<file path="src/rtl/hbmc_pkg.sv">
// Shared definitions for the HyperBus controller datapath blocks.
//   HBMC_WORD_W : width of one memory-side data word.
//   hbmc_lanes  : number of memory words that make up one packed word.
// The packed read-word layout {last, keep, data} depends on the instance's
// DATA_WIDTH, so each user declares it locally from its own parameters.
package hbmc_pkg;

    localparam int HBMC_WORD_W = 16;

    function automatic int hbmc_lanes(input int data_width);
        return data_width / HBMC_WORD_W;
    endfunction

endpackage

</file>
<file path="src/rtl/hbmc_sync_fifo.sv">
// Single-clock first-word-fall-through register FIFO.
//   clk, arst           : clock, asynchronous active-high reset
//   i_wdata/i_wvalid    : write side; a word is stored when i_wvalid & o_wready
//   o_wready            : space available
//   o_rdata/o_rvalid    : head word, valid whenever the FIFO is not empty
//   i_rready            : consumer takes the head word
//   o_level             : number of stored words (0..Depth)
// Depth must be a power of two so the pointers wrap on their own; fullness
// and emptiness come from the registered count.
module hbmc_sync_fifo #(
    parameter int Width = 8,
    parameter int Depth = 8
) (
    input  logic                     clk,
    input  logic                     arst,
    input  logic [Width-1:0]         i_wdata,
    input  logic                     i_wvalid,
    output logic                     o_wready,
    output logic [Width-1:0]         o_rdata,
    output logic                     o_rvalid,
    input  logic                     i_rready,
    output logic [$clog2(Depth):0]   o_level
);

    localparam int PTR_W = $clog2(Depth);
    localparam int LVL_W = PTR_W + 1;

    logic [Width-1:0] r_mem [Depth];
    logic [PTR_W-1:0] r_wptr;
    logic [PTR_W-1:0] r_rptr;
    logic [LVL_W-1:0] r_count;
    logic             w_push;
    logic             w_pop;

    assign o_wready = (r_count != LVL_W'(Depth));
    assign o_rvalid = (r_count != '0);
    assign o_rdata  = r_mem[r_rptr];
    assign o_level  = r_count;

    assign w_push = i_wvalid & o_wready;
    assign w_pop  = o_rvalid & i_rready;

    always_ff @(posedge clk or posedge arst) begin
        if (arst) begin
            // NOTE: the storage is reset as well because the head word is read
            // straight out of it and must come up as zero, not X.
            for (int i = 0; i < Depth; i++) r_mem[i] <= '0;
            r_wptr  <= '0;
            r_rptr  <= '0;
            r_count <= '0;
        end else begin
            // NOTE: non-blocking assignments so every register here sees the
            // pre-edge values of the others, regardless of statement order.
            if (w_push) begin
                r_mem[r_wptr] <= i_wdata;
                r_wptr        <= r_wptr + PTR_W'(1);
            end
            if (w_pop) r_rptr <= r_rptr + PTR_W'(1);
            case ({w_push, w_pop})
                2'b10:   r_count <= r_count + LVL_W'(1);
                2'b01:   r_count <= r_count - LVL_W'(1);
                default: r_count <= r_count;
            endcase
        end
    end

endmodule

</file>
<file path="src/rtl/hbmc_rd_pack.sv">
// Upstream read-data packer: collects 16-bit memory read words, lane 0 first,
// into DATA_WIDTH-bit words and queues them for the AXI read-data side.
//   clk, arst            : clock, asynchronous active-high reset
//   in_data/in_last      : memory word and burst-end flag
//   in_valid/in_ready    : input handshake
//   out_data/out_keep    : packed word and lane-valid mask (bit i -> [16i+15:16i])
//   out_last             : packed word closes a burst
//   out_valid/out_ready  : output handshake (FIFO head)
//   out_level            : number of packed words stored
// A burst ending mid-word is flushed as a partial word with zeroed upper lanes.
module hbmc_rd_pack
    import hbmc_pkg::*;
#(
    parameter int DATA_WIDTH = 32,
    parameter int DEPTH      = 8
) (
    input  logic                                        clk,
    input  logic                                        arst,
    input  logic [HBMC_WORD_W-1:0]                      in_data,
    input  logic                                        in_last,
    input  logic                                        in_valid,
    output logic                                        in_ready,
    output logic [DATA_WIDTH-1:0]                       out_data,
    output logic [hbmc_lanes(DATA_WIDTH)-1:0]           out_keep,
    output logic                                        out_last,
    output logic                                        out_valid,
    input  logic                                        out_ready,
    output logic [$clog2(DEPTH):0]                      out_level
);

    localparam int LANES  = hbmc_lanes(DATA_WIDTH);
    localparam int LANE_W = (LANES > 1) ? $clog2(LANES) : 1;

    typedef struct packed {
        logic                  last;
        logic [LANES-1:0]      keep;
        logic [DATA_WIDTH-1:0] data;
    } hbmc_rd_word_t;

    hbmc_rd_word_t w_push_word;
    hbmc_rd_word_t w_head_word;
    logic          w_wready;
    logic          w_accept;
    logic          w_push;

    // Acceptance depends only on the stored count: a full FIFO blocks input
    // even if the head is being popped in the same cycle.
    assign in_ready = w_wready;
    assign w_accept = in_valid & w_wready;

    if (LANES == 1) begin : g_single
        assign w_push = w_accept;

        always_comb begin
            w_push_word      = '0;
            w_push_word.data = in_data;
            w_push_word.keep = '1;
            w_push_word.last = in_last;
        end
    end else begin : g_multi
        logic [LANE_W-1:0]      r_lane;
        logic [HBMC_WORD_W-1:0] r_hold [LANES];
        logic                   w_complete;

        assign w_complete = in_last | (r_lane == LANE_W'(LANES - 1));
        assign w_push     = w_accept & w_complete;

        always_ff @(posedge clk or posedge arst) begin
            if (arst) begin
                r_lane <= '0;
                for (int i = 0; i < LANES; i++) r_hold[i] <= '0;
            end else if (w_accept) begin
                if (w_complete) begin
                    r_lane <= '0;
                end else begin
                    r_hold[r_lane] <= in_data;
                    r_lane         <= r_lane + LANE_W'(1);
                end
            end
        end

        // Held lanes below the current one, the incoming word in the current
        // lane, zeros above it.
        always_comb begin
            // NOTE: default the whole word first so no path leaves a bit
            // unassigned, which would otherwise infer a latch.
            w_push_word      = '0;
            w_push_word.last = in_last;
            for (int i = 0; i < LANES; i++) begin
                if (LANE_W'(i) < r_lane) begin
                    w_push_word.data[i*HBMC_WORD_W +: HBMC_WORD_W] = r_hold[i];
                    w_push_word.keep[i] = 1'b1;
                end else if (LANE_W'(i) == r_lane) begin
                    w_push_word.data[i*HBMC_WORD_W +: HBMC_WORD_W] = in_data;
                    w_push_word.keep[i] = 1'b1;
                end
            end
        end
    end

    hbmc_sync_fifo #(
        .Width ($bits(hbmc_rd_word_t)),
        .Depth (DEPTH)
    ) u_fifo (
        .clk      (clk),
        .arst     (arst),
        .i_wdata  (w_push_word),
        .i_wvalid (w_push),
        .o_wready (w_wready),
        .o_rdata  (w_head_word),
        .o_rvalid (out_valid),
        .i_rready (out_ready),
        .o_level  (out_level)
    );

    assign out_data = w_head_word.data;
    assign out_keep = w_head_word.keep;
    assign out_last = w_head_word.last;

endmodule

</file>
<file path="config.mk">
export PLATFORM = sky130hd
export DESIGN_NAME = hbmc_rd_pack
export DESIGN_NICKNAME = d
export VERILOG_FILES = /design/src/rtl/hbmc_pkg.sv /design/src/rtl/hbmc_sync_fifo.sv /design/src/rtl/hbmc_rd_pack.sv
export SDC_FILE = /design/constraint.sdc
export NUM_CORES = 1
export LEC_CHECK = 0
export BUFFER_PORTS_ARGS = -buffer_cell sky130_fd_sc_hd__buf_2
export CORE_UTILIZATION = 45
export CTS_BUF_LIST = sky130_fd_sc_hd__clkbuf_4 sky130_fd_sc_hd__clkbuf_8
export CTS_CLUSTER_DIAMETER = 60
export CTS_CLUSTER_SIZE = 40
export DETAILED_ROUTE_END_ITERATION = 10
export GPL_TIMING_DRIVEN = 0
export PLACE_DENSITY = 0.74
export RECOVER_POWER = 100
export SYNTH_ARGS = -nofsm -noshare
export SYNTH_HDL_FRONTEND = slang
export SYNTH_HIERARCHICAL = 1
export SYNTH_SLANG_ARGS = --single-unit
export TNS_END_PERCENT = 50
</file>
<file path="constraint.sdc">
create_clock -name clk -period 9.7 [get_ports clk]
set_input_delay 1.94 -clock clk [delete_from_list [all_inputs] [get_ports clk]]
set_output_delay 1.94 -clock clk [all_outputs]
set_load 0.01 [all_outputs]
</file>
==> summary by stage, run 1 <==
STA
The maximum clock skew at final layout is 0.01768 ns. The top achievable clock speed is 0.1534 GHz. The least setup slack across all paths after layout is 3.181 ns.

Setup repair after global routing left no endpoint under its margin. The number of max-slew violations in the final report is 251. The slew at the pin closest to its max-slew limit is 2.200 ns. In the finished design, the share of the clock period the worst path needs comes to 0.6721. The final critical path time including I/O delays and setup is 6.519 ns. Setup violations remaining at the end of the flow were counted as 0. The relative slew slack is -0.4663. The post-route setup TNS is 0 ns. The final-report hold violation count is 0.

Pwr
Of the total power, the share spent switching nets is 0.3326. The maximum ir drop on the vdd rail is 0.1752 mV. The leakage power figure is 6.960 nW. For this design the total switching power over the nets is 0.001643 W.

The sequential share of power is 0.420. Cell internal power was estimated by the tool at 0.003295 W. The logic gate share of total power is 0.407. For this design the ratio of total power to cell area is 321.6 nW/um^2. Of the total power, the clock network draws 0.173.

Floorplan
In this run the core area contains 64 standard-cell rows. The area of the core is 30,830 um^2. The overall die height is 179.8 um. The die outline area is 32,310 um^2. For this configuration, the core starts out at a cell density of 0.4612. The die width is 179.8 um. For this design the top-level I/O count stands at 62.

Drt
The total number of vias is 7,641. The sum of routed wire length over all layers is 30,720 um. In the routed layout, each cell is associated on average with a via count of 5.598. The first-pass detailed-route iteration total is 7. The count of unresolved DRC violations after routing is 2. The detailed-route wire length per cell is 22.51 um. Once detail routing completed, the nets flagged for antenna violations numbered 0. The initial detailed-routing violation count is 416.

Place
OpenSTA, run right after detailed placement, puts the worst setup slack at 4.684 ns. The number of buffers added on ports is 61. The number of cells after detailed placement is 1,321.

Detailed placement finished with a half-perimeter wire length of 20,600 um. The congestion estimate from routability-driven global placement came to 0.7362.

GRT
Global routing finished with a remaining overflow of 0. Across every metal layer, demand over resource in global routing totals 0.1965. The number of antenna violations at the first check in global routing is 0. The number of global-route vias before repair is 8,127. The global-route wire length before repair is 48,870 um. Entering global routing, the biggest net connects 43 pins.

Critical path
The critical path endpoint is u_fifo/o_level[1]. STA classifies the critical path endpoint as an asynchronous set/reset pin. The worst setup path is launched from an input pin. Counting cells, the worst reg-to-reg path comes to 11. The worst setup slack for register-to-register paths is 5.81 ns.

In this run the critical register-to-register path is launched from g_multi.r_lane. The maximum net fanout on the critical path is 40. The critical path is of the input pin to asynchronous set/reset pin type. In this run the critical register-to-register path is captured at u_fifo/r_mem[106]. The most critical setup path has its startpoint at arst. Data on the critical path is required at its endpoint by 10.10 ns. The worst endpoint data arrival time is 6.92 ns.

Synthesis
In this run, synthesis produced a sequential element count of 307. The number of unique standard cell types used by synthesis is 35. The post-synthesis average cell area is 16.75 um^2. The synthesized cell area is 14,220 um^2. The share of synthesized area occupied by flip-flops and latches is 0.5403. For this run, the number of Yosys warnings is 6.

Synthesis produced 849 cells.

Worst hold path
The worst hold path belongs to the class register to register. The worst hold path begins at g_multi.r_hold[17].

Cells and area
Relative to the synthesized area, the layout overhead comes to 7.990%. The end-of-flow core utilization is 0.4981. In the final layout, the share of cells above drive strength 1 is 0.4675. In the layout the commonest cells are sky130_fd_sc_hd__dfrtp_1, sky130_fd_sc_hd__mux2_2, sky130_fd_sc_hd__clkbuf_1.

For this run, the number of standard cells in the final layout without fillers is 1,365. The repair_antennas step left the layout with diodes totalling 0. The number of nets at the end of the flow is 978. Leaving out fill and tap cells, the most frequent cell in the layout is sky130_fd_sc_hd__dfrtp_1.

Status
The run finished, with violations left. The checks that failed: design-rule violations, max-capacitance violations, max-slew violations.

Job
The tool flagged a number of max-cap violations equal to 7.

Clocking
The root cell of the clock tree is sky130_fd_sc_hd__clkbuf_8. TritonCTS built the clock tree. The later pin in the worst-skew pair is clocked with a latency of 0.57 ns. The clock passes through at most 3 buffers. CTS built an H-tree with a depth of 1. The CTS buffer count is 25.

The number of cells upsized or downsized after cts is 0. The number of clock sinks is 307. Hold repair after CTS inserted 0 buffers. Post-CTS timing repair inserted 0 buffers for setup. The clock slew seen by the registers of the worst setup and hold paths is 0.11 ns.
-- power by group through the flow --
stage	clock (W)	combinational, W	sequential (W)
detailed placement	0	0.00218	0.00210
CTS	0.000880	0.00219	0.00208
global placement	0	0.00212	0.00208
finish	0.000853	0.00201	0.00208
floorplan	0	0.00165	0.00202
global route	0.000929	0.00218	0.00214
-- area by class of cell --
cell class / instances / area (um^2)
Fill cell: 2634 / 15470
Inverter: 4 / 17.52
Buffer: 56 / 219.0
Clock buffer: 27 / 365.4
Tap cell: 396 / 495.5
Clock inverter: 17 / 249.0
Sequential cell: 307 / 7682
Timing Repair Buffer: 69 / 317.8
Multi-Input combinational cell: 489 / 6008
-- Yosys cell counts (all sizes together) --
cell type	count	share of area
a21o	1	0.00053
a21oi	2	0.00070
a31oi	1	0.00044
and2	17	0.0077
buf	43	0.021
clkbuf	13	0.0034
conb	1	0.00026
dfrtp	307	0.54
ha	5	0.0044
inv	4	0.0012
mux2	349	0.29
mux4	70	0.11
nand2	6	0.0016
nand3	2	0.0011
nand3b	1	0.00079
nand4	1	0.00088
nand4b	3	0.0032
nor2	4	0.0011
nor2b	3	0.0013
nor4bb	1	0.0018
o32ai	1	0.00062
or3	1	0.00044
or4	1	0.00053
or4b	3	0.0026
xnor2	5	0.0031
xor2	4	0.0025
-- critical path, cell delays in order --
cell	delay [ns]
sky130_fd_sc_hd__clkbuf_1	0.11
sky130_fd_sc_hd__clkinvlp_2	0.42
sky130_fd_sc_hd__clkbuf_1	1.55
sky130_fd_sc_hd__clkbuf_1	1.60
sky130_fd_sc_hd__clkbuf_1	1.25
-- stage by stage --
stage | hold WS (ns) | instance area [um^2] | power, W
6_report | 0.4995 | 15350 | 0.004938
5_1_grt | 0.5155 | 15350 | 0.005246
4_1_cts | 0.5123 | 15820 | 0.005145
3_5_place_dp | 0.4870 | 15210 | 0.004280
3_3_place_gp | 0.4810 | 15050 | 0.004195
2_1_floorplan | 0.4738 | 14250 | 0.003663
-- logic make-up (layout without fill, tap and decap cells) --
kind of cell	count (synthesis)	after routing	share of synthesized area
XOR/XNOR	9	9	0.005543
buffers and inverters	60	173	0.02517
multiplexers	419	419	0.3992
AO/OA/AOI/OAI	5	5	0.002289
adder cells (fa/ha/maj)	5	5	0.004400
AND/OR/NAND/NOR	43	43	0.02288
flip-flops	307	307	0.5403
other	1	8	0.0002637
-- state kept, by name, summed over array words and instances (netlist names) --
signal          count
u_fifo/o_level      4
g_multi.r_lane      1
g_multi.r_hold     16
u_fifo/r_rptr       3
u_fifo/r_wptr       3
u_fifo/r_mem      280
-- how the worst min path moves through the flow --
stage                                    end  slack, ns  depth (start not counted)
after floorplan            u_fifo/r_mem[205]       0.47                          1
after CTS                  u_fifo/r_mem[147]       0.51                          1
after global placement     u_fifo/r_mem[169]       0.48                          1
after detailed placement   u_fifo/r_mem[180]       0.49                          1
after global routing      g_multi.r_hold[26]       0.52                          1
final                     g_multi.r_hold[17]       0.50                          1
-- routing by layer --
metal	global-route usage	wire, um	vias to the layer above
li1	-	-	3347
met1	0.2863	14290	4130
met2	0.3197	14890	126
met3	0.02269	993	38
met4	0.03931	548	0
met5	0	0	-
Note: power is estimated with default switching activity, not from simulation.
==> inputs of run 2 (changes only) <==
Settings changed: PLACE_DENSITY 0.74 to 0.71.
Clock period 9.7 ns to 6.55 ns, I/O delays scaled along.
==> summary by stage, run 2 (synthesized netlist as in run 1, its figures left out) <==
STA
The period utilization is 0.8017. The number of max-slew violations in the final report is 104. Measured against its own limit, the worst slew margin works out to -0.5224.

Setup repair after global routing left no endpoint under its margin. Summed over all failing endpoints, the final setup total negative slack is 0 ns. Clock skew on the completed layout was measured at 0.02642 ns. At the pin with the least slew margin, the transition time is 2.284 ns.

The final-report hold violation count was 0. Setup violations remaining at the end of the flow were counted as 0. The top achievable clock speed is 0.1904 GHz.

The worst path in the final design needs a cycle of 5.251 ns, including I/O delays and setup.

Status
The run finished, with violations left. The final reports fail on design-rule violations, max-capacitance violations, max-slew violations.

GRT
The number of global-route vias before repair was 8,238. Entering global routing, the biggest net connects 43 pins. The global route total overflow is 0. In the global route stage, overall resource usage came out at 0.1950. The number of antenna violations at the first check in global routing is 2. The global-route wire length before repair is 48,730 um.

Pwr
The maximum ir drop on the vdd rail is 0.2594 mV. The power per unit of standard cell area is 472.8 nW/um^2. The clock share of power is 0.173. The post-route total power is 0.007262 W. The internal power summed over all cells is 0.004793 W. Summed over all cells, the static leakage comes to 6.945 nW. The switching power total is 0.002470 W. Of the total power, combinational logic draws 0.405.

The sequential share of power is 0.422. Of the total power, the share spent switching nets is 0.3401.

Drt
Dividing the detail-routed wire length by the instance count gives 22.07 um. The first-pass detailed-route iteration total is 7. The average vias per placed instance is 5.532. The count of unresolved DRC violations after routing is 8.

The count of nets left with antenna violations after detail routing is 0. The sum of routed wire length over all layers is 30,230 um. The first routing iteration left 431 violations. Detailed routing inserted a total of 7,579 vias.

Floorplan
In this run the core area contains 64 standard-cell rows. The die width is 179.8 um. The area of the core is 30,830 um^2. The total I/O pin count is 62. The initial utilization of the core area, before any placement, comes to 0.4612. The overall die height is 179.8 um.

The die covers 32,310 um^2.

Cells and area
The post-route cell area is 15,360 um^2. The number of flip-flops in the largest register is 280. The fraction of final layout cells with drive strength greater than 1 is 0.4687. The most common cell after layout, fill and taps aside is sky130_fd_sc_hd__dfrtp_1.

The finished layout holds 1,370 standard cells, fillers aside. The register with the most flip-flops is u_fifo/r_mem. The net count of the finished layout is 979. Once layout is complete, the utilization of the core stands at 0.4983. The area growth from synthesis to layout is 8.034%.

Counting the fill cells in the layout gives 2,643. In the layout the commonest cells are sky130_fd_sc_hd__dfrtp_1, sky130_fd_sc_hd__mux2_2, sky130_fd_sc_hd__clkbuf_1.

Clocking
Counting along the longest clock path gives a buffer depth of 3. The worst-skew pair later-pin latency is 0.60 ns. For this design, the sink count on the clock tree is 307.

Hold repair after CTS inserted 0 buffers. The number of cells upsized or downsized after cts is 0. The post-CTS setup buffer count is 0. The number of H-tree branching levels is 1. The CTS tree is yes. The number of clock buffers added by TritonCTS is 26. The clock slew seen by the registers of the worst setup and hold paths is 0.12 ns. Clock tree synthesis selected as its root buffer the cell sky130_fd_sc_hd__clkbuf_8.

Critical path
The maximum net fanout on the critical path is 10. The startpoint-to-endpoint class of the critical path is register to output pin. The worst setup path is captured at an output pin. Data on the critical path is required at its endpoint by 5.24 ns.

STA classifies the critical path startpoint as a register. The worst endpoint data arrival time is 3.94 ns.

Place
The placed instances occupy a cell area of 15,210 um^2. The post-detailed-placement half-perimeter wirelength is 20,510 um. The number of buffers added on ports is 61. Including well taps, the total number of placed cells is 1,321. The final estimated routing congestion in global placement is 0.7293.

Job
The reported max-cap violation count is 3.

Worst hold path
The worst hold path belongs to the class register to register.
run 2: path summary, 6_finish.rpt:
kind                                     from                  to  slack, ns  cells past startpoint
max in group asynchronous                arst   u_fifo/r_mem[244]       1.73                      5
min in group asynchronous                arst  g_multi.r_hold[22]       0.81                      2
hold reg to reg            g_multi.r_hold[29]  g_multi.r_hold[29]       0.50                      1
setup reg to reg               g_multi.r_lane   u_fifo/r_mem[230]       2.37                     11
hold / removal             g_multi.r_hold[29]  g_multi.r_hold[29]       0.50                      1
setup / recovery             u_fifo/r_rptr[1]        out_data[15]       1.30                      6
run 2: power by group through the flow:
stage                     sequential [W]  clock, W  combinational, W
after detailed placement         0.00310         0           0.00321
after global routing             0.00317   0.00137           0.00320
after global placement           0.00308         0           0.00314
after floorplan                  0.00299         0           0.00244
final                            0.00307   0.00126           0.00294
after CTS                        0.00307   0.00130           0.00322
run 2: per-layer routing:
layer | track usage | part of all wire | up-vias
li1 | - | - | 3366
met5 | 0 | 0.00040 | -
met3 | 0.03363 | 0.047 | 39
met4 | 0.04310 | 0.017 | 2
met1 | 0.2785 | 0.46 | 4055
met2 | 0.3132 | 0.48 | 117
run 2: layout make-up:
type	instances	area, um^2	area share
inverter	4	17.52	0.001140
tap	396	495.5	0.03226
multi-input combinational	489	5989	0.3899
sequential	307	7682	0.5001
clock buffer	27	371.6	0.02419
buffer	56	211.5	0.01377
antenna	1	2.502	0.0001629
clock inverter	21	259.0	0.01686
timing repair buffer	69	331.6	0.02159
run 2: stage by stage:
step	worst slack, ns	hold WS [ns]
floorplan	1.393	0.4738
global placement	-0.4168	0.4825
detailed placement	2.172	0.4870
CTS	1.549	0.5136
global route	0.7714	0.5119
finish	1.299	0.4983
run 2: worst max-delay path: stages (launching register included):
cell	delay, ns
sky130_fd_sc_hd__dfrtp_1	0.36
sky130_fd_sc_hd__clkbuf_1	0.60
sky130_fd_sc_hd__clkbuf_1	0.78
sky130_fd_sc_hd__clkbuf_1	0.68
sky130_fd_sc_hd__mux4_2	0.41
sky130_fd_sc_hd__mux2_1	0.35
sky130_fd_sc_hd__buf_2	0.16
